--- config.mk ---
export PLATFORM = sky130hd
export DESIGN_NAME = delta_demodulator_flat
export DESIGN_NICKNAME = d
export VERILOG_FILES = /design/src/rtl/delta_pkg.sv /design/src/rtl/delta_demodulator_if.sv /design/src/rtl/delta_sat_acc.sv /design/src/rtl/delta_demodulator.sv /design/src/flat_wrapper.sv
export SDC_FILE = /design/constraint.sdc
export NUM_CORES = 1
export LEC_CHECK = 0
export ABC_AREA = 0
export CORE_UTILIZATION = 45
export DETAILED_ROUTE_END_ITERATION = 7
export PLACE_DENSITY = 0.76
export SLEW_MARGIN = 20
export SYNTH_ARGS = -nofsm -noshare
export SYNTH_HDL_FRONTEND = slang
export SYNTH_SLANG_ARGS = --single-unit
--- constraint.sdc ---
create_clock -name clk -period 3.55 [get_ports clk]
set_clock_uncertainty 0.2 [all_clocks]
set_input_delay 0.5325 -clock clk [delete_from_list [all_inputs] [get_ports clk]]
set_output_delay 0.5325 -clock clk [all_outputs]
set_load 0.05 [all_outputs]
--- src/rtl/delta_pkg.sv ---
`default_nettype none
// +------------------------------------------------------------------+
// | delta_pkg : spike encoding and default widths for the delta link |
// | rev 1.0                                                          |
// +------------------------------------------------------------------+
package delta_pkg;

   localparam int DEF_DATA_W = 4;
   localparam int DEF_STEP_W = 4;

   localparam logic [1:0] SPIKE_NONE = 2'b00;
   localparam logic [1:0] SPIKE_OFF  = 2'b01;
   localparam logic [1:0] SPIKE_ON   = 2'b10;
   localparam logic [1:0] SPIKE_BOTH = 2'b11;

endpackage
`default_nettype wire

--- src/rtl/delta_demodulator_if.sv ---
`default_nettype none
// +------------------------------------------------------------------+
// | delta_demodulator_if : spike/control inputs and recon outputs    |
// | rev 1.0                                                          |
// +------------------------------------------------------------------+
interface delta_demodulator_if
   import delta_pkg::*;
#(
   parameter int DATA_W = DEF_DATA_W,
   parameter int STEP_W = DEF_STEP_W,
   parameter int LEAK_W = 8
) ();

   logic [1:0]        spike_in;
   logic [STEP_W-1:0] step;
   logic              load;
   logic [DATA_W-1:0] load_value;
   logic [LEAK_W-1:0] leak_period;
   logic [DATA_W-1:0] recon;
   logic              recon_valid;
   logic              sat;
   logic              err;

   modport master (
      output spike_in, step, load, load_value, leak_period,
      input  recon, recon_valid, sat, err
   );

   modport slave (
      input  spike_in, step, load, load_value, leak_period,
      output recon, recon_valid, sat, err
   );

endinterface
`default_nettype wire

--- src/rtl/delta_sat_acc.sv ---
`default_nettype none
// +------------------------------------------------------------------+
// | delta_sat_acc : combinational saturating add/subtract of a step  |
// | rev 1.0                                                          |
// +------------------------------------------------------------------+
module delta_sat_acc
   import delta_pkg::*;
#(
   parameter int DATA_W = DEF_DATA_W,
   parameter int STEP_W = DEF_STEP_W
) (
   input  logic [DATA_W-1:0] recon,
   input  logic [STEP_W-1:0] step,
   input  logic              dir_up,
   output logic [DATA_W-1:0] next_val,
   output logic              clip
);

   // One guard bit above the wider operand keeps the overflow visible.
   localparam int SUM_W = ((DATA_W > STEP_W) ? DATA_W : STEP_W) + 1;
   localparam logic [SUM_W-1:0] MAX_VAL = {{(SUM_W-DATA_W){1'b0}}, {DATA_W{1'b1}}};

   logic [SUM_W-1:0] recon_x;
   logic [SUM_W-1:0] step_x;
   logic [SUM_W-1:0] sum;

   assign recon_x = SUM_W'(recon);
   assign step_x  = SUM_W'(step);
   assign sum     = recon_x + step_x;

   always_comb begin
      next_val = recon;
      clip     = 1'b0;
      if (dir_up) begin
         if (sum > MAX_VAL) begin
            next_val = {DATA_W{1'b1}};
            clip     = 1'b1;
         end else begin
            next_val = DATA_W'(sum);
         end
      end else begin
         if (step_x > recon_x) begin
            next_val = '0;
            clip     = 1'b1;
         end else begin
            next_val = DATA_W'(recon_x - step_x);
         end
      end
   end

endmodule
`default_nettype wire

--- src/rtl/delta_demodulator.sv ---
`default_nettype none
// +------------------------------------------------------------------+
// | delta_demodulator : rebuilds a sample from an on/off spike link  |
// | rev 1.0                                                          |
// +------------------------------------------------------------------+
module delta_demodulator
   import delta_pkg::*;
#(
   parameter int DATA_W      = DEF_DATA_W,
   parameter int STEP_W      = DEF_STEP_W,
   parameter int LEAK_W      = 8,
   parameter int LEAK_TARGET = 0
) (
   input logic                clk,
   input logic                rst_n,
   delta_demodulator_if.slave bus
);

   localparam logic [DATA_W-1:0] LEAK_TGT = DATA_W'(LEAK_TARGET);

   logic [1:0]        spike_q;
   logic [STEP_W-1:0] step_q;
   logic              load_q;
   logic [DATA_W-1:0] load_value_q;
   logic [LEAK_W-1:0] leak_period_q;

   logic [DATA_W-1:0] recon_q, recon_d;
   logic              recon_valid_q, recon_valid_d;
   logic              sat_q, sat_d;
   logic              err_q, err_d;
   logic [LEAK_W-1:0] leak_cnt_q, leak_cnt_d;

   logic              spike_accept;
   logic              dir_up;
   logic [DATA_W-1:0] acc_next;
   logic              acc_clip;

   assign spike_accept = (spike_q == SPIKE_ON) || (spike_q == SPIKE_OFF);
   assign dir_up       = (spike_q == SPIKE_ON);

   delta_sat_acc #(
      .DATA_W (DATA_W),
      .STEP_W (STEP_W)
   ) u_sat_acc (
      .recon    (recon_q),
      .step     (step_q),
      .dir_up   (dir_up),
      .next_val (acc_next),
      .clip     (acc_clip)
   );

   always_comb begin
      recon_d       = recon_q;
      recon_valid_d = 1'b0;
      sat_d         = sat_q;
      err_d         = err_q;
      leak_cnt_d    = leak_cnt_q;

      if (load_q) begin
         recon_d       = load_value_q;
         recon_valid_d = (load_value_q != recon_q);
         sat_d         = 1'b0;
         err_d         = 1'b0;
         leak_cnt_d    = '0;
      end else if (spike_accept) begin
         recon_d       = acc_next;
         recon_valid_d = (acc_next != recon_q);
         sat_d         = sat_q | acc_clip;
         leak_cnt_d    = '0;
      end else begin
         // A conflicting spike pair flags an error but does not restart the leak interval.
         if (spike_q == SPIKE_BOTH) begin
            err_d = 1'b1;
         end
         if (leak_period_q == '0) begin
            leak_cnt_d = '0;
         end else if (leak_cnt_q == leak_period_q - LEAK_W'(1)) begin
            leak_cnt_d = '0;
            if (recon_q > LEAK_TGT) begin
               recon_d       = recon_q - DATA_W'(1);
               recon_valid_d = 1'b1;
            end else if (recon_q < LEAK_TGT) begin
               recon_d       = recon_q + DATA_W'(1);
               recon_valid_d = 1'b1;
            end
         end else if (leak_cnt_q != {LEAK_W{1'b1}}) begin
            leak_cnt_d = leak_cnt_q + LEAK_W'(1);
         end
      end
   end

   always_ff @(posedge clk) begin
      if (!rst_n) begin
         spike_q       <= '0;
         step_q        <= '0;
         load_q        <= 1'b0;
         load_value_q  <= '0;
         leak_period_q <= '0;
         recon_q       <= '0;
         recon_valid_q <= 1'b0;
         sat_q         <= 1'b0;
         err_q         <= 1'b0;
         leak_cnt_q    <= '0;
      end else begin
         spike_q       <= bus.spike_in;
         step_q        <= bus.step;
         load_q        <= bus.load;
         load_value_q  <= bus.load_value;
         leak_period_q <= bus.leak_period;
         recon_q       <= recon_d;
         recon_valid_q <= recon_valid_d;
         sat_q         <= sat_d;
         err_q         <= err_d;
         leak_cnt_q    <= leak_cnt_d;
      end
   end

   assign bus.recon       = recon_q;
   assign bus.recon_valid = recon_valid_q;
   assign bus.sat         = sat_q;
   assign bus.err         = err_q;

endmodule
`default_nettype wire

--- src/flat_wrapper.sv ---
// flat-port wrapper written by rule: the top's interface ports become plain ports
module delta_demodulator_flat import delta_pkg::*;
#(
   parameter int DATA_W      = DEF_DATA_W,
   parameter int STEP_W      = DEF_STEP_W,
   parameter int LEAK_W      = 8,
   parameter int LEAK_TARGET = 0
)
  (clk, rst_n, bus_spike_in, bus_step, bus_load, bus_load_value, bus_leak_period, bus_recon, bus_recon_valid, bus_sat, bus_err);
  delta_demodulator_if #(.DATA_W(DATA_W), .STEP_W(STEP_W), .LEAK_W(LEAK_W)) bus_i ();
  input logic clk;
  input logic rst_n;
  input wire logic [$bits(bus_i.spike_in)-1:0] bus_spike_in;
  input wire logic [$bits(bus_i.step)-1:0] bus_step;
  input wire logic [$bits(bus_i.load)-1:0] bus_load;
  input wire logic [$bits(bus_i.load_value)-1:0] bus_load_value;
  input wire logic [$bits(bus_i.leak_period)-1:0] bus_leak_period;
  output wire logic [$bits(bus_i.recon)-1:0] bus_recon;
  output wire logic [$bits(bus_i.recon_valid)-1:0] bus_recon_valid;
  output wire logic [$bits(bus_i.sat)-1:0] bus_sat;
  output wire logic [$bits(bus_i.err)-1:0] bus_err;
  assign bus_i.spike_in = bus_spike_in;
  assign bus_i.step = bus_step;
  assign bus_i.load = bus_load;
  assign bus_i.load_value = bus_load_value;
  assign bus_i.leak_period = bus_leak_period;
  assign bus_recon = bus_i.recon;
  assign bus_recon_valid = bus_i.recon_valid;
  assign bus_sat = bus_i.sat;
  assign bus_err = bus_i.err;
  delta_demodulator #(.DATA_W(DATA_W), .STEP_W(STEP_W), .LEAK_W(LEAK_W), .LEAK_TARGET(LEAK_TARGET)) u_core (.clk(clk), .rst_n(rst_n), .bus(bus_i));
endmodule
Word-level counts from Yosys, hierarchy flattened
Index checks and enable logic that the tools add are counted.
- register bits: 34
- input bits: 21
- output and inout port bits: 7
- add/subtract/negate cells: 6
- magnitude comparators: 4
- equality and inequality tests: 8
- multiplexer cells: 18
- bitwise operators: 3
- reductions and logical operators: 8
- operators with widths (cell ; number):
    two-way mux 4 bit ; 9
    two-way mux 1 bit ; 9
    adder 8 x 1 -> 8 bit, second input constant ; 1
    equality test 8 bit ; 1
    zero test 8 bit ; 1
    inequality test 4 bit ; 2
    inequality test 8 bit, second input constant ; 1
    subtractor 8 x 1 -> 8 bit, second input constant ; 1
    adder 4 x 4 -> 5 bit ; 1
    > comparator 5 x 4 -> 1 bit, second input constant ; 1
    OR reduction 5 bit ; 1
    adder 4 x 1 -> 4 bit, second input constant ; 1
    equality test 2 bit, second input constant ; 2
    > comparator 4 x 1 -> 1 bit, second input constant ; 1
    > comparator 4 bit ; 1
    less-than comparator 4 x 1 -> 1 bit, second input constant ; 1
    nonzero test 4 bit ; 1
    subtractor 4 x 1 -> 4 bit, second input constant ; 1
    subtractor 4 bit ; 1
    inequality test 3 x 1 -> 1 bit, second input constant ; 1
    AND reduction 3 bit ; 1
    nonzero test 3 bit ; 1
    equality test 2 x 1 -> 1 bit, second input constant ; 1
    inverter 1 bit ; 2
    4 further kinds ; 4

Depth between registers and ports, before layout
- word-level depth: 7
- mapped depth: 11
- gate-level depth less buffers: 11

Hierarchy
Synthesis repeated with hierarchy kept, for this count alone.
- cells, all modules: 240
- area, all modules: 2100.8 um^2
- by module, submodules not included (module ; times used ; cells each ; area each (um^2) ; sequential area each (um^2)):
    delta_demodulator ; 1 ; 190 ; 1721.7 ; 680.7
    delta_sat_acc ; 1 ; 50 ; 379.1 ; 0.0

Worst setup path after synthesis
No wires, ideal clock.
- path kind: reg-to-reg
- from: register u_core.recon_q[1], in the netlist u_core.bus.recon[1]
- to: register u_core.recon_valid_q, in the netlist u_core.bus.recon_valid
- arrival: 2.672 ns
- required time: 3.228 ns
- slack: 0.556 ns
- cell stages (with the launch flop): 10
- path buffers: 0
- clock period less this slack: 2.994 ns
- cell sequence: dfxtp_1 -> inv_1 -> fa_1 -> or3_1 -> nand4b_1 -> o221ai_1 -> a21o_1 -> xnor2_1 -> nor3_1 -> nor3_1
- word-level cells in the longest chain between the ends: 7
- elaborated cells on any way between the ends: 17
- classes of those cells: add/sub: 2; order compare: 4; eq/ne: 2; mux: 9
- RTL lines (item ; RTL line ; RTL):
    from (decl) ; delta_demodulator.sv:27 ; logic [DATA_W-1:0] recon_q, recon_d;
    from (signal assigned) ; delta_demodulator.sv:110 ; recon_q <= recon_d;
    adder 4 x 4 -> 5 bit / less-than comparator 4 x 1 -> 1 bit (equally long branches) ; delta_sat_acc.sv:29, delta_demodulator.sv:82 ;
    > comparator 5 x 4 -> 1 bit / two-way mux 1 bit (equally long branches) ; delta_sat_acc.sv:35, delta_demodulator.sv:82 ;
    two-way mux 4 bit / two-way mux 1 bit (equally long branches) ; delta_sat_acc.sv:35, delta_demodulator.sv:79 ;
    two-way mux 4 bit / two-way mux 1 bit (equally long branches) ; delta_sat_acc.sv:34, delta_demodulator.sv:77 ;
    inequality test 4 bit / two-way mux 1 bit (equally long branches) ; delta_demodulator.sv:67, delta_demodulator.sv:75 ;
    two-way mux 1 bit ; delta_demodulator.sv:65 ; end else if (spike_accept) begin
    two-way mux 1 bit (*) ; delta_demodulator.sv:59 ; if (load_q) begin
    to (signal assigned) ; delta_demodulator.sv:111 ; recon_valid_q <= recon_valid_d;
    to (decl) ; delta_demodulator.sv:28 ; logic recon_valid_q, recon_valid_d;
Mark *: on every way between the ends. The rest lies on a longest branch, timed or not.
A chain may end at the register's enable or synchronous reset.

Worst setup path after layout
- from: register u_core.recon_q[0], in the netlist u_core.bus.recon[0]
- to: register u_core.recon_q[2], in the netlist u_core.bus.recon[2]
- word-level cells in the longest chain between the ends: 7
- elaborated cells on any way between the ends: 19
- classes of those cells: add/sub: 4; order compare: 4; mux: 9; reduce/logical: 2
- RTL lines (item):
    branches (longest 7 deep; another with adder 4 x 4 -> 5 bit)
Several ways; the timed one is not identified. The select of a mux whose other input is x is not followed.

==> metrics.yaml <==
io_pins: 28
crit_arrival_ns: 2.84
floorplan.initialDensity_pct: 46.95
most-common-layout-cells: "dfxtp_1 (34), clkdlybuf4s50_1 (27), and2_1 (21)"
die_width_um: 69.63
layout_cell_share_with_drive_strength_beyond_1_pct: 6.439
final_min_period_over_clock_period_pct: 80.81
worstPathRequired_ns: 3.52
maximum_fanout_encountered_on_the_critical_timing_path: 7
synth-edff-count: 0
dpl.hpwl_um: 3080
clock_latency_ns: 0.29
report.final.slew_viol_count: 0
crit_family: "compound AO/OA/AOI/OAI gates"
post-route-worst-setup-slack_ns: 0.6811
cts_tree: "done"
critPathCaptureType: "flip-flop"
peakVddDrop_mv: 0.2753
postCtsResizedCells: 0
die-height_um: 69.63
cts_htree_levels: 2
drcViolationCount: 0
antenna_found_initial: 0
rsz0062_at_grt: "false"
drtIter0Drc: 103
wl_met2_um: 1750
power_leakage_nw: 0.9661
fp-row-count: 24
timing.setup.critical_path_class: "flip-flop to flip-flop"
area_delta_synth_final_pct: 19.70
dieArea_um2: 4848
synth_cells: 236
top_layer_used: "met4"
highest_delay_cell_along_the_critical_path: "a211oi_1"
timing.critical_path.buf_inv: 2
route.final.wire_length_um: 3919
layout_commonest_cell: "dfxtp_1"
globalplace.congestion: 0.9120
yosysUniqueCellTypes: 45
synth_async_sr_flop_share_pct: 0
nFillCells: 386
timing.final.hold_violations: 0
status: "finished, final reports clean"
totalNegativeSetupSlack_ns: 0
synth.ff_latch_count: 34
count_of_port_buffers_added_during_placement: 27
route.detailed.vias_per_inst: 5.275
number_of_clock_sinks: 34
route.layer.met1.wl_um: 1956
cellPowerDensity_nw_per_um2: 409.2
synth_top_cells_by_area: "dfxtp_1 (33%), ha_1 (8.5%), and2_1 (6.4%)"
cts_hold_buffers: 0
met3_length_um: 143
relSlewSlack_pct: 61.39
core_area_um2: 4384
regToRegSetupSlack_ns: 0.68
first_pass_grt_wire_length_um: 6782
totalPowerFinal_mw: 1.008
post-cts-setup-buffer-count: 0
r2r_end: "u_core.bus.recon[2]"
yosys_top_cell_area_share_pct: 33.07
synth_ff_type: "dfxtp_1"
antenna_violating_nets_post_route: 0
drt_pass1_iterations: 4
finalNonFillerCells: 316
num_vias: 1667
cp_slowest_stage_delay_ns: 0.44
cts.reportedPaths.clkPinSlew_ns: 0.07
placed_cells: 308
cts_max_path_buffers: 2
tightest_slew_ns: 0.5719
min_delay_path_depth: 2
avgRoutedWirePerCell_um: 12.40
detailedPlace.worstSlack_ns: 0.6841
cts_made_buffers: 5
worst_hold_path.endpoint: "u_core.bus.err"
maxClockFrequency_mhz: 348.6
regToRegStartpoint: "u_core.bus.recon[0]"
r2r_cells: 11
element_type_at_the_critical_path_start: "flip-flop"
netlist_area_um2: 2058
grt_start_max_net_pins: 28
yosys_warnings: 0
antenna-diode-count: 0
hold_start: "u_core.bus.err"
cts_root_buffer: "clkbuf_8"
syn-num-nets: 273
seq_area_frac_synth_pct: 33.07
design.final.nets: 300
min-delay-path-class: "flip-flop to flip-flop"
synth_area_leader_cell: "dfxtp_1"
fin_crit_ns: 2.869
crit_chain: "inv_1, ha_1, inv_1, fa_1, a21o_1, a211oi_1, nor3_1, a31oi_1, mux2i_1, o211ai_1, mux2i_1"
global_route.usage.total_pct: 17.35
synth.avg_cell_area_um2: 8.721
final_setup_violation_count: 0
max_cap_violations: 0
total_gr_overflow: 0
number_of_global_route_vias_before_repair: 1584
==> where the power goes <==
part | internal, mW | switching, mW
registers | 0.404 | 0.0298
clock network | 0.156 | 0.135
logic | 0.134 | 0.150
total | 0.693 | 0.315
==> state kept, by name, indices dropped and copies added, names as in the netlist <==
name and flops:
u_core.bus.sat 1, u_core.step_q 4, u_core.bus.err 1, u_core.bus.recon 4, u_core.leak_period_q 8, u_core.bus.recon_valid 1, u_core.load_q 1, u_core.load_value_q 4
u_core.leak_cnt_q 8, u_core.spike_q 2
==> final cells by class <==
class	count	area [µm²]	share of cell area, %
Sequential cell	34	680.7	27.63
Multi-Input combinational cell	178	1281	52.01
Clock inverter	2	12.51	0.5079
Clock buffer	6	82.58	3.352
Inverter	15	56.30	2.285
Tap cell	52	65.06	2.641
Timing Repair Buffer	29	285.3	11.58
==> routing by layer <==
metal	track usage [%]	vias up
met1	21.05	755
met4	8.444	0
met5	0	-
met3	3.924	7
li1	-	867
met2	28.91	38
==> cell usage after synthesis (3+ instances only) <==
master,count
o21ai_0,5
nand2b_1,4
nor2_1,19
clkbuf_1,8
nor3_1,10
nor2b_1,3
dfxtp_1,34
o221ai_1,3
xnor2_1,14
mux2i_1,4
nand3_1,7
ha_1,14
nand2_1,12
inv_1,15
and2_1,21
a21oi_1,7
o211ai_1,4
a211oi_1,5
a31oi_1,3
xor2_1,8
==> stage by stage <==
step	utilization [%]	instance area, µm²	hold slack [ns]
2_1_floorplan	-	2058	0.3151
3_3_place_gp	54.02	2369	0.2511
3_5_place_dp	54.02	2369	0.2604
4_1_cts	56.19	2464	0.2759
5_1_grt	56.19	2464	0.3200
6_report	56.19	2464	0.2701
==> kinds of logic (layout without fill, tap and decap cells) <==
kind of cell	Yosys count	in the layout	synth area share, %
simple gates	93	93	25.53
compound gates	42	42	14.41
flops	34	34	33.07
buf+inv	24	52	4.681
xor+xnor	22	22	9.362
fa+ha+maj	16	16	10.46
mux	5	5	2.492
==> worst reg2reg max path: stages, from the launching register on <==
cell      delay (ns)
dfxtp_1         0.38
inv_1           0.15
ha_1            0.20
inv_1           0.06
fa_1            0.42
a21o_1          0.21
a211oi_1        0.44
nor3_1          0.10
a31oi_1         0.24
mux2i_1         0.12
o211ai_1        0.16
mux2i_1         0.08
==> how the worst max path moves through the flow <==
stage	from	to	slack (ns)	depth (start not counted)
after detailed placement	u_core.bus.recon[0]	u_core.bus.recon[2]	0.68	11
after global routing	u_core.bus.recon[0]	u_core.bus.recon_valid	0.40	11
after floorplan	u_core.bus.recon[1]	u_core.bus.recon_valid	0.56	9
final	u_core.bus.recon[0]	u_core.bus.recon[2]	0.68	11
after CTS	u_core.bus.recon[0]	u_core.bus.recon_valid	0.66	11
after global placement	u_core.bus.recon[0]	u_core.bus.recon_valid	0.72	11
(Power assumes the default switching activity.)
